## src/rtl/muldiv_unit.sv

```systemverilog
// Iterative MIPS multiply/divide unit holding the architectural HI/LO registers.
// Latency: start sampled at E0 gives hi/lo and a one-cycle done pulse after E0+WIDTH+1.
// Backpressure: busy stays high while an operation is in flight; start and MT writes are ignored then.
//
// Ports:
//   clk, rst_n        rising-edge clock, asynchronous active-low reset
//   start, op         request (00 MULT, 01 MULTU, 10 DIV, 11 DIVU), sampled only in IDLE
//   src1, src2        multiplicand/dividend, multiplier/divisor
//   flush             cancel any in-flight operation
//   hi_we, lo_we      MTHI/MTLO write enables, with wdata as the write value
//   busy, done        in-flight flag, completion pulse
//   hi, lo            HI (product upper / remainder), LO (product lower / quotient)
module muldiv_unit #(
    parameter int WIDTH = 32
) (
    input  logic             clk,
    input  logic             rst_n,
    input  logic             start,
    input  logic [1:0]       op,
    input  logic [WIDTH-1:0] src1,
    input  logic [WIDTH-1:0] src2,
    input  logic             flush,
    input  logic             hi_we,
    input  logic             lo_we,
    input  logic [WIDTH-1:0] wdata,
    output logic             busy,
    output logic             done,
    output logic [WIDTH-1:0] hi,
    output logic [WIDTH-1:0] lo
);

    localparam int CW = (WIDTH > 1) ? $clog2(WIDTH) : 1;
    localparam logic [CW-1:0]      LAST_ITER = CW'(WIDTH - 1);
    localparam logic [WIDTH-1:0]   ONE_W     = WIDTH'(1);
    localparam logic [2*WIDTH-1:0] ONE_2W    = (2 * WIDTH)'(1);

    typedef enum logic [1:0] {
        IDLE = 2'd0,
        RUN  = 2'd1,
        FIN  = 2'd2
    } state_t;

    state_t             state;
    logic [CW-1:0]      cnt;
    // Multiply: a_reg = |multiplicand|. Divide: a_reg = raw dividend, kept for the divide-by-zero HI.
    logic [WIDTH-1:0]   a_reg;
    logic [WIDTH-1:0]   b_reg;
    // Multiply: {partial product, remaining multiplier bits}.
    // Divide:   {partial remainder, dividend bits shifting out / quotient bits shifting in}.
    logic [2*WIDTH-1:0] acc;
    logic               is_div;
    logic               neg_lo;     // negate product (mult) or quotient (div)
    logic               neg_hi;     // remainder takes the dividend's sign
    logic               div_zero;

    // ---------------- operand preparation ----------------
    logic             s1_neg;
    logic             s2_neg;
    logic [WIDTH-1:0] abs1;
    logic [WIDTH-1:0] abs2;

    // op[0] set means unsigned; abs of the most negative value wraps to the same bit pattern,
    // which is exactly its magnitude when read as unsigned.
    assign s1_neg = ~op[0] & src1[WIDTH-1];
    assign s2_neg = ~op[0] & src2[WIDTH-1];
    assign abs1   = s1_neg ? (~src1 + ONE_W) : src1;
    assign abs2   = s2_neg ? (~src2 + ONE_W) : src2;

    // ---------------- one iteration ----------------
    logic [WIDTH:0]     mul_sum;
    logic [2*WIDTH-1:0] mul_next;
    logic [WIDTH:0]     rem_sh;
    logic [WIDTH:0]     div_diff;
    logic [2*WIDTH-1:0] div_next;

    // Shift-add: add the multiplicand when the current multiplier LSB is set, then shift right
    // keeping the carry as the new top bit.
    assign mul_sum  = {1'b0, acc[2*WIDTH-1:WIDTH]} + (acc[0] ? {1'b0, a_reg} : {(WIDTH+1){1'b0}});
    assign mul_next = {mul_sum, acc[WIDTH-1:1]};

    // Restoring divide: shift one dividend bit into the remainder and try subtracting the divisor.
    // The shifted remainder needs WIDTH+1 bits; a borrow in the top bit means restore.
    assign rem_sh   = acc[2*WIDTH-1:WIDTH-1];
    assign div_diff = rem_sh - {1'b0, b_reg};
    assign div_next = div_diff[WIDTH] ? {rem_sh[WIDTH-1:0],   acc[WIDTH-2:0], 1'b0}
                                      : {div_diff[WIDTH-1:0], acc[WIDTH-2:0], 1'b1};

    // ---------------- sign correction ----------------
    logic [2*WIDTH-1:0] prod_fin;
    logic [WIDTH-1:0]   quot_fin;
    logic [WIDTH-1:0]   rem_fin;
    logic [WIDTH-1:0]   res_hi;
    logic [WIDTH-1:0]   res_lo;

    assign prod_fin = neg_lo ? (~acc + ONE_2W) : acc;
    assign quot_fin = neg_lo ? (~acc[WIDTH-1:0] + ONE_W) : acc[WIDTH-1:0];
    assign rem_fin  = neg_hi ? (~acc[2*WIDTH-1:WIDTH] + ONE_W) : acc[2*WIDTH-1:WIDTH];

    always_comb begin
        res_hi = prod_fin[2*WIDTH-1:WIDTH];
        res_lo = prod_fin[WIDTH-1:0];
        if (is_div) begin
            if (div_zero) begin
                res_hi = a_reg;
                res_lo = '1;
            end else begin
                res_hi = rem_fin;
                res_lo = quot_fin;
            end
        end
    end

    // ---------------- control ----------------
    always_ff @(posedge clk or negedge rst_n) begin
        if (!rst_n) begin
            state    <= IDLE;
            cnt      <= '0;
            a_reg    <= '0;
            b_reg    <= '0;
            acc      <= '0;
            is_div   <= 1'b0;
            neg_lo   <= 1'b0;
            neg_hi   <= 1'b0;
            div_zero <= 1'b0;
            busy     <= 1'b0;
            done     <= 1'b0;
            hi       <= '0;
            lo       <= '0;
        end else begin
            done <= 1'b0;
            unique case (state)
                IDLE: begin
                    if (start && !flush) begin
                        // Start wins over a same-cycle MT write; that write is dropped.
                        state    <= RUN;
                        busy     <= 1'b1;
                        cnt      <= '0;
                        is_div   <= op[1];
                        neg_lo   <= s1_neg ^ s2_neg;
                        neg_hi   <= op[1] & s1_neg;
                        div_zero <= op[1] & (src2 == '0);
                        b_reg    <= abs2;
                        if (op[1]) begin
                            a_reg <= src1;
                            acc   <= {{WIDTH{1'b0}}, abs1};
                        end else begin
                            a_reg <= abs1;
                            acc   <= {{WIDTH{1'b0}}, abs2};
                        end
                    end else begin
                        if (hi_we) hi <= wdata;
                        if (lo_we) lo <= wdata;
                    end
                end
                RUN: begin
                    if (flush) begin
                        state <= IDLE;
                        busy  <= 1'b0;
                    end else begin
                        acc <= is_div ? div_next : mul_next;
                        cnt <= cnt + 1'b1;
                        if (cnt == LAST_ITER) begin
                            state <= FIN;
                        end
                    end
                end
                FIN: begin
                    state <= IDLE;
                    busy  <= 1'b0;
                    if (!flush) begin
                        hi   <= res_hi;
                        lo   <= res_lo;
                        done <= 1'b1;
                    end
                end
                default: begin
                    state <= IDLE;
                    busy  <= 1'b0;
                end
            endcase
        end
    end

endmodule

```

## config.mk

```make
export PLATFORM = sky130hd
export DESIGN_NAME = muldiv_unit
export DESIGN_NICKNAME = d
export VERILOG_FILES = /design/src/rtl/muldiv_unit.sv
export SDC_FILE = /design/constraint.sdc
export NUM_CORES = 1
export LEC_CHECK = 0
export BUFFER_PORTS_ARGS = -buffer_cell sky130_fd_sc_hd__buf_2
export CORE_MARGIN = 1.5
export CORE_UTILIZATION = 40
export CTS_CLUSTER_SIZE = 8
export DETAILED_ROUTE_END_ITERATION = 7
export PLACE_DENSITY = 0.58
export REMOVE_ABC_BUFFERS = 1
export SYNTH_ARGS = -nofsm -noshare
export SYNTH_HDL_FRONTEND = slang
export SYNTH_SLANG_ARGS = --single-unit
```

## constraint.sdc

```tcl
create_clock -name clk -period 4 [get_ports clk]
set_input_delay 0.6 -clock clk [delete_from_list [all_inputs] [get_ports clk]]
set_output_delay 0.6 -clock clk [all_outputs]
set_load 0.03 [all_outputs]
```

# After elaboration in Yosys (flattened, before gate mapping)
# Cells that the tools add are included.
# Widths: inputs -> output; s select.
# word_totals
ram_bits	0
mem_count	0
ff_bits	205
elab_cells	92
mem_bits_ro	0
input_bits	104
latch_bits	0
# op_classes
mux	37
magnitude_cmp	0
reduce_logical	12
div_mod_pow	0
n_eq_ne	11
shift	0
addsub	8
n_mul	0
n_bitwise	11
# ops
operator	n
$mux 32	17
$mux 64	5
$add 32x1->32 const B	4
$not 32->32	4
$pmux 32 s2	2
$pmux 64 s2	1
$add 64x1->64 const B	1
$not 64->64	1
$add 32x32->33	1
$sub 33x32->33	1
$logic_not 32->1	1
$ne 2x2->1 const B	7
$mux 5	2
$pmux 5 s2	1
$reduce_and 4->1	2
$mux 2	3
$reduce_and 2->1	3
$add 5x1->5 const B	1
$eq 5x5->1 const B	1
$and 1x1->1	4
$mux 1	4
$pmux 2 s2	1
$reduce_bool 2->1	2
$ne 3x3->1 const B	1
9 further kinds	9

# Depth between registers and ports, before layout
# Gate-level depths: netlist of the first run.
# logic_depth
ltp_word	7
ltp_mapped	15
depth_no_buf	13

# Worst setup path after synthesis of the first run
# No wires, ideal clock.
# synth_path
path_type	register to register
start	register acc[32]
end	register acc[33]
setup_time_ns	0.140
slack_ns	0.527
required_time_ns	3.860
arrival_time_ns	3.333
stages_incl_launch_ff	15
path_cell_list	dfrtp_1 > clkbuf_1 > inv_1 > fa_1 > nand2b_1 > a21o_1 > a31oi_1 > a21o_1 > a22oi_1 > a211oi_1 > clkbuf_1 > clkbuf_1 > nor2_1 > a21oi_1 > o221ai_1
# synth_between
elab_chain_len	5
# synth_rtl
item	line	rtl
from (decl)	50	logic [2*WIDTH-1:0] acc;
from (signal assigned)	145	acc <= {{WIDTH{1'b0}}, abs1};
from (signal assigned)	148	acc <= {{WIDTH{1'b0}}, abs2};
from (signal assigned)	160	acc <= is_div ? div_next : mul_next;
$sub 33x32->33	84	assign div_diff = rem_sh - {1'b0, b_reg};
$mux 64	85	assign div_next = div_diff[WIDTH] ? {rem_sh[WIDTH-1:0], acc[WIDTH-2:0], 1'b0}
$mux 64 *	160	
$mux 64 *	156	if (flush) begin
$pmux 64 s2 *	131	unique case (state)
# Mark *: on every way between the ends. The rest lies on a longest branch, timed or not. The select of a mux whose other input is x is not followed.
# A chain may end at the register's enable or synchronous reset.

# Final worst setup path of the first run
# layout_path
start	register acc[14]
end	register lo[31]
# layout_between
elab_chain_len	7
# layout_rtl
item	line	rtl
$not 32->32	96	assign quot_fin = neg_lo ? (~acc[WIDTH-1:0] + ONE_W) : acc[WIDTH-1:0];
$add 32x1->32	96	
$mux 32	96	
$mux 32	103	if (div_zero) begin
$mux 32 *	102	if (is_div) begin
$mux 32 *	170	if (!flush) begin
$pmux 32 s2 *	131	
to (signal assigned)	152	if (lo_we) lo <= wdata;
to (signal assigned)	172	lo <= res_lo;
to (decl)	29	output logic [WIDTH-1:0] lo
# Marks and branches as above.

==> results of run 1 <==
[worst max-delay path by stage]
stage / startpoint / to / slack [ns] / cells after the start
detailed placement: acc[14] / hi[5] / 0.25 / 10
global placement: acc[14] / lo[31] / 0.31 / 8
global route: acc[14] / lo[31] / 0.03 / 8
CTS: acc[14] / hi[5] / 0.24 / 10
finish: acc[14] / lo[31] / 0.06 / 8
floorplan: acc[31] / acc[61] / -2.13 / 12
[cells by family (layout without fill, tap and decap cells)]
logic type | after synthesis | after routing
AND/OR/NAND/NOR | 765 | 765
adder cells (fa/ha/maj) | 72 | 72
flip-flops | 205 | 205
other | 0 | 3
XOR/XNOR | 197 | 197
AO/OA/AOI/OAI | 748 | 748
buffers and inverters | 226 | 355
multiplexers | 56 | 56
[per-layer routing]
layer,up-vias,routed length (um),GRT usage
li1,8395,-,-
met1,8738,29500,0.420
met2,802,31200,0.482
met3,146,5170,0.0392
met4,2,3320,0.130
met5,-,11,0
[stage by stage]
step	TNS [ns]	total power [uW]	setup slack (ns)
after global routing	0	13000	0.0290
final	0	12200	0.0645
after floorplan	-52.57	7540	-2.13
after global placement	0	9660	0.307
after CTS	0	12100	0.241
after detailed placement	0	9710	0.248
[cells in the final DEF, fill, tap and decap left out, drive strengths merged, types with 26 or more instances in the layout]
cell / n
nand2: 278
o21ai: 277
buf: 255
dfrtp: 205
nor2: 176
a21oi: 174
xnor2: 120
xor2: 77
ha: 70
inv: 62
nor3: 51
and2: 49
mux2i: 46
o22ai: 39
clkbuf: 37
nand3: 34
a21o: 33
o31ai: 32
a31oi: 32
or3: 32
nand2b: 27
a211oi: 26
[power by group through the flow]
stage	registers [uW]	clock network [uW]	logic, uW
floorplan	3270	0	4270
global placement	3250	0	6410
detailed placement	3250	0	6450
CTS	3220	2380	6490
global route	3290	2470	7250
finish	3230	2360	6580
[layout make-up]
type                            instances  area [um^2]
Multi-Input combinational cell       1838        11400
Inverter                               62          233
Timing Repair Buffer                  255         1540
Clock inverter                          1         8.76
Sequential cell                       205         5130
Antenna cell                            3         7.51
Fill cell                            4471        23100
Tap cell                              585          732
Clock buffer                           37          808
[worst max-delay path, cell delays in order, from the launching register on]
cell     delay [ns]
dfrtp_1        0.46
or4_4          0.57
or4b_1         0.71
or2_1          0.37
o31ai_1        0.83
nand2_1        0.22
xnor2_1        0.36
o22ai_1        0.15
o21ai_0        0.18
[Yosys cell counts, types with 14 or more instances]
cell type  number  area, um^2
nor2_1        176         661
nand3_1        34         170
nor3_1         50         250
inv_1          62         233
xnor2_1       120        1050
nand2_1       277        1040
or4_1          19         143
a211oi_1       26         195
nand4_1        17         106
o221ai_1       16         140
nor4_1         15        93.8
a22oi_1        14         105
and3_1         23         144
nand2b_1       27         169
o31ai_1        32         240
clkbuf_1      149         559
a21oi_1       173         866
o22ai_1        39         244
mux2i_1        46         460
and2_1         49         307
a31oi_1        32         200
dfrtp_1       205        5130
nor2b_1        17         106
or3_1          30         188
a21o_1         33         248
o21ai_0       271        1360
ha_1           70         876
o211ai_1       18         135
xor2_1         77         674
==> insert_results.sql, run 1 <==
INSERT INTO impl_metrics (metric_group, metric, value, unit) VALUES
('sta', 'hold_viol_final', '0', ''),
('clock_tree', 'post_cts_repair_resize_count', '0', ''),
('die', 'top_level_ports', '170', ''),
('sta', 'setup_viol', '0', ''),
('outcome', 'status', 'finished, final reports clean', ''),
('sta', 'max_freq', '254', 'MHz'),
('setup_path', 'reg2reg_depth', '8', ''),
('synth', 'synthMuxAreaShare', '0.0330', ''),
('clock_tree', 'clock_tree.root_cell', 'clkbuf_16', ''),
('setup_path', 'worst_ep_arrival_time', '4.42', 'ns'),
('synth', 'postSynth.topFlopCell', 'dfrtp_1', ''),
('finish', 'final_cell_area', '19900', 'um^2'),
('synth', 'synth_compound_area_frac', '0.260', ''),
('drt', 'drtIter0Drc', '1718', ''),
('die', 'initial_core_util', '0.405', ''),
('finish', 'largest_register_ff_count', '64', ''),
('finish', 'regMostFlops', 'acc', ''),
('die', 'floorplan.die.width', '211', 'um'),
('setup_path', 'endpoint_of_the_worst_slack_reg_to_reg_timing_path', 'lo[31]', ''),
('drt', 'first_pass_iters', '6', ''),
('global_routing', 'total_grt_usage', '0.305', ''),
('drt', 'drt_wl_total', '69300', 'um'),
('place', 'routabilityCongestion', '0.936', ''),
('drt', 'avgRoutedWirePerCell', '23.2', 'um'),
('sta', 'whs', '0.0329', 'ns'),
('drt', 'vias_per_cell', '6.06', ''),
('power_and_ir_drop', 'total_switching_power', '5660', 'uW'),
('die', 'design.die.area', '44700', 'um^2'),
('finish', 'final_core_util', '0.463', ''),
('setup_path', 'critPathKind', 'reg -> reg', ''),
('power_and_ir_drop', 'worst_ir_drop_vdd', '0.333', 'mV'),
('clock_tree', 'ctsLongestPathBuffers', '3', ''),
('synth', 'combinational_family_with_the_most_area_after_synthesis', 'compound AO/OA/AOI/OAI gates', ''),
('global_routing', 'number_of_global_route_vias_before_repair', '16800', ''),
('setup_path', 'rr_startpoint', 'acc[14]', ''),
('place', 'dpl-instance-area', '19100', 'um^2'),
('synth', 'synth-adder-area-share', '0.0527', ''),
('drt', 'vias', '18100', ''),
('sta', 'max_slew.worst_pin.slew', '1.05', 'ns'),
('synth', 'syn_inst', '2269', ''),
('sta', 'skew', '0.0174', 'ns'),
('sta', 'max_slew_margin_vs_limit', '0.296', ''),
('setup_path', 'launching_element_type_of_the_critical_path', 'flip-flop', ''),
('synth', 'synth.yosys.warnings', '0', ''),
('clock_tree', 'tritoncts', 'yes', ''),
('clock_tree', 'clock_latency', '0.58', 'ns'),
('synth', 'synth-edff-count', '0', ''),
('finish', 'fin_cells', '2986', ''),
('power_and_ir_drop', 'power.share.clock', '0.194', ''),
('die', 'core_region_area', '43000', 'um^2'),
('clock_tree', 'clock_sink_count', '205', ''),
('clock_tree', 'clk_pin_slew', '0.05', 'ns'),
('finish', 'fin_nets', '2568', ''),
('power_and_ir_drop', 'cellPowerDensity', '611', 'nW/um^2'),
('setup_path', 'setup.reg_to_reg.worst_slack', '0.06', 'ns'),
('place', 'dpl.cell_count', '2945', ''),
('finish', 'post_route_cells_drive_above_1_share', '0.137', ''),
('synth', 'postSynth.asyncResetShare', '1.00', ''),
('power_and_ir_drop', 'comb_power_share', '0.541', ''),
('drt', 'route.antenna.remaining_nets', '0', ''),
('hold_path', 'hold_path_class', 'in -> async', ''),
('synth', 'ys_ff_latch', '205', ''),
('power_and_ir_drop', 'seq_power_share', '0.266', ''),
('finish', 'layout-area-overhead-vs-synth', '14.5', '%'),
('sta', 'slew_violations', '0', ''),
('setup_path', 'setup.worst_path.end_class', 'flip-flop', ''),
('power_and_ir_drop', 'total_leakage_power', '0.00873', 'uW'),
('power_and_ir_drop', 'net_sw_frac', '0.465', ''),
('clock_tree', 'cts_made_buffers', '30', ''),
('die', 'placementRows', '76', ''),
('clock_tree', 'clock_tree.htree_level_count', '1', '');
Note: power is estimated with default switching activity, not from simulation.
==> run 2: changes to the inputs <==
- ABC_AREA: default -> 1
- PLACE_DENSITY: 0.58 -> 0.57
==> insert_results.sql, run 2 <==
INSERT INTO impl_metrics (metric_group, metric, value, unit) VALUES
('sta', 'hold_viol_final', '0', ''),
('finish', 'final_cell_mix', 'nand2_1 (1134), inv_1 (492), nor2_1 (478)', ''),
('clock_tree', 'post_cts_repair_resize_count', '0', ''),
('synth', 'distinct_cell_type_count_of_the_synthesized_netlist', '45', ''),
('synth', 'synthDominantAreaCellType', 'dfrtp_1', ''),
('drt', 'drtIter0Drc', '2545', ''),
('synth', 'postSynth.asyncResetShare', '1.00', ''),
('global_routing', 'grt_max_degree', '96', ''),
('finish', 'layout_commonest_cell', 'nand2_1', ''),
('place', 'hpwl', '69500', 'um'),
('setup_path', 'critPathKind', 'reg -> reg', ''),
('clock_tree', 'tritoncts', 'yes', ''),
('finish', 'post_route_cells_drive_above_1_share', '0.0801', ''),
('drt', 'drc', '0', ''),
('clock_tree', 'cts_setup_buffers', '0', ''),
('place', 'dpl-instance-area', '22000', 'um^2'),
('global_routing', 'number_of_global_route_vias_before_repair', '21600', ''),
('setup_path', 'launching_element_type_of_the_critical_path', 'flip-flop', ''),
('synth', 'synth.most_common_cell', 'nand2_1', ''),
('synth', 'postSynth.topFlopCell', 'dfrtp_1', ''),
('global_routing', 'grt_remaining_overflow', '0', ''),
('clock_tree', 'clock_tree.root_cell', 'clkbuf_16', ''),
('place', 'routabilityCongestion', '1.04', ''),
('clock_tree', 'clock_tree.htree_level_count', '1', ''),
('synth', 'synth_top_area_share', '0.251', ''),
('clock_tree', 'clk_pin_slew', '0.06', 'ns'),
('synth', 'syn_inst', '3553', ''),
('setup_path', 'setup.worst_path.end_class', 'flip-flop', ''),
('finish', 'final_cell_area', '22800', 'um^2'),
('power_and_ir_drop', 'total_leakage_power', '0.0123', 'uW'),
('finish', 'fillerInstances', '5664', ''),
('drt', 'first_pass_iters', '6', ''),
('clock_tree', 'clock_sink_count', '205', ''),
('place', 'dpl.cell_count', '4317', ''),
('die', 'initial_core_util', '0.406', ''),
('sta', 'skew', '0.0402', 'ns'),
('sta', 'slew_violations', '0', ''),
('synth', 'synth.cells.most_frequent', 'nand2_1 (1134), inv_1 (493), nor2_1 (481), nand3_1 (268), a21oi_1 (244)', ''),
('finish', 'seq_area', '5130', 'um^2'),
('finish', 'final_core_util', '0.454', ''),
('drt', 'avgRoutedWirePerCell', '20.1', 'um'),
('synth', 'synth_area_per_cell', '5.75', 'um^2'),
('finish', 'regMostFlops', 'acc', ''),
('sta', 'max_slew_margin_vs_limit', '0.283', ''),
('sta', 'setup_tns', '0', 'ns'),
('drt', 'vias_per_cell', '5.42', ''),
('drt', 'vias', '23600', ''),
('clock_tree', 'clock_latency', '0.61', 'ns'),
('synth', 'synth-edff-count', '0', ''),
('finish', 'fin_nets', '3853', ''),
('clock_tree', 'ctsLongestPathBuffers', '3', ''),
('synth', 'ys_ff_latch', '205', ''),
('global_routing', 'antenna_found_initial', '0', ''),
('setup_path', 'critical_path_peak_fanout', '32', ''),
('die', 'core_region_area', '50300', 'um^2'),
('synth', 'synth.yosys.seq_area_share', '0.251', ''),
('setup_path', 'slowest_stage', 'dfrtp_1', ''),
('clock_tree', 'cts_made_buffers', '30', ''),
('global_routing', 'wire_length_of_the_first_global_routing_pass', '133000', 'um'),
('power_and_ir_drop', 'worst_ir_drop_vdd', '0.577', 'mV'),
('drt', 'route.antenna.remaining_nets', '0', ''),
('setup_path', 'worst_ep_arrival_time', '3.70', 'ns'),
('global_routing', 'total_grt_usage', '0.328', ''),
('die', 'placementRows', '82', ''),
('setup_path', 'crit_path_start', 'acc[32]', ''),
('synth', 'syn-cell-area', '20400', 'um^2'),
('synth', 'leading_post_synthesis_cells_by_cell_area', 'dfrtp_1 (25%), nand2_1 (21%), inv_1 (9.1%)', ''),
('sta', 'timing.final.crit_share', '0.808', ''),
('clock_tree', 'postCtsHoldBufs', '0', ''),
('sta', 'setup_viol', '0', ''),
('sta', 'max_slew.worst_pin.slew', '1.07', 'ns'),
('setup_path', 'rr_startpoint', 'acc[32]', ''),
('finish', 'layout-area-overhead-vs-synth', '11.8', '%'),
('finish', 'diodes', '0', ''),
('place', 'total_of_buffers_placed_on_input_and_output_ports', '169', ''),
('finish', 'fin_cells', '4357', ''),
('synth', 'synth.yosys.warnings', '0', ''),
('setup_path', 'crit_path_max_incr_delay', '0.60', 'ns'),
('sta', 'min_period', '3.23', 'ns'),
('setup_path', 'timing.critical_path.required', '4.47', 'ns'),
('setup_path', 'critical_path.most_common_cell', 'nand2_1', ''),
('power_and_ir_drop', 'cellPowerDensity', '834', 'nW/um^2'),
('sta', 'unrepaired_setup_endpoints_after_global_routing', 'no', ''),
('job', 'cap_viol_max_count', '0', ''),
('hold_path', 'hold_path_class', 'in -> async', ''),
('die', 'design.die.area', '52400', 'um^2'),
('setup_path', 'ordered_list_of_cells_on_the_worst_path', 'inv_1, fa_1, nor2_1, o21ai_0, nand2_1, nand2_1, nand2_1, nand2_1, nand2_1, nand2_1, nand2_2, nand2_1, nand2_1, nand2_1, nand2_1, nand2_1', ''),
('die', 'floorplan.die.width', '229', 'um'),
('finish', 'multiInputGateArea', '12800', 'um^2'),
('die', 'die_height', '229', 'um'),
('drt', 'drt_wl_total', '87800', 'um'),
('sta', 'max_freq', '310', 'MHz'),
('finish', 'largest_register_ff_count', '64', ''),
('die', 'top_level_ports', '170', ''),
('outcome', 'status', 'finished, final reports clean', '');
==> run 2: kinds of logic (layout without fill, tap and decap cells) <==
| family | after synthesis | count (layout) | share of synthesized area |
|---|---|---|---|
| compound gates | 578 | 578 | 0.155 |
| xor+xnor | 81 | 81 | 0.0347 |
| fa+ha+maj | 72 | 72 | 0.0448 |
| buf+inv | 633 | 765 | 0.121 |
| flops | 205 | 205 | 0.251 |
| simple gates | 1984 | 1984 | 0.393 |
==> run 2: per-layer routing <==
layer,vias to the layer above,part of all wire,track usage
met4,0,0.031,0.0956
met5,-,0,0
li1,11500,-,-
met2,1038,0.42,0.491
met1,10900,0.45,0.484
met3,127,0.091,0.0508
==> run 2: final cells by class <==
class                      instances  area share
tap                              672      0.0368
clock inverter                     1     0.00132
timing repair buffer             223      0.0558
clock buffer                      39      0.0361
sequential                       205       0.225
inverter                         502      0.0826
multi-input combinational       2715       0.563
==> run 2: path summary, 6_finish.rpt <==
path,end,slack [ns],cells past startpoint
max in group asynchronous,neg_lo,3.06,2
worst min register to register,lo[29],0.48,2
worst min-delay path,hi[30],0.04,1
worst max-delay path,acc[58],0.77,16
min in group clk,done,0.23,2
worst max register to register,acc[58],0.77,16
==> run 2: power breakdown <==
part	internal [uW]	leakage [uW]	switching, uW
Combinational	3630	0.00941	8660
Clock	1410	0.000416	1010
Sequential	3040	0.00245	1290
==> run 2: worst max-delay path: cells and delay by family, from the launching register on <==
family | cells | cell delay, ns
and+or+nand+nor | 13 | 1.65
DFF | 1 | 0.60
adders and majority gates | 1 | 0.51
buffers and inverters | 1 | 0.25
AOI/OAI and AO/OA | 1 | 0.09
==> run 2: metrics by stage <==
step / total power, uW / hold slack, ns / setup WS [ns]
floorplan: 11800 / 0.304 / -1.65
global placement: 16300 / 0.465 / 0.958
detailed placement: 16200 / 0.469 / 0.868
CTS: 18700 / 0.0896 / 0.853
global route: 20500 / 0.108 / 0.531
finish: 19000 / 0.0395 / 0.769
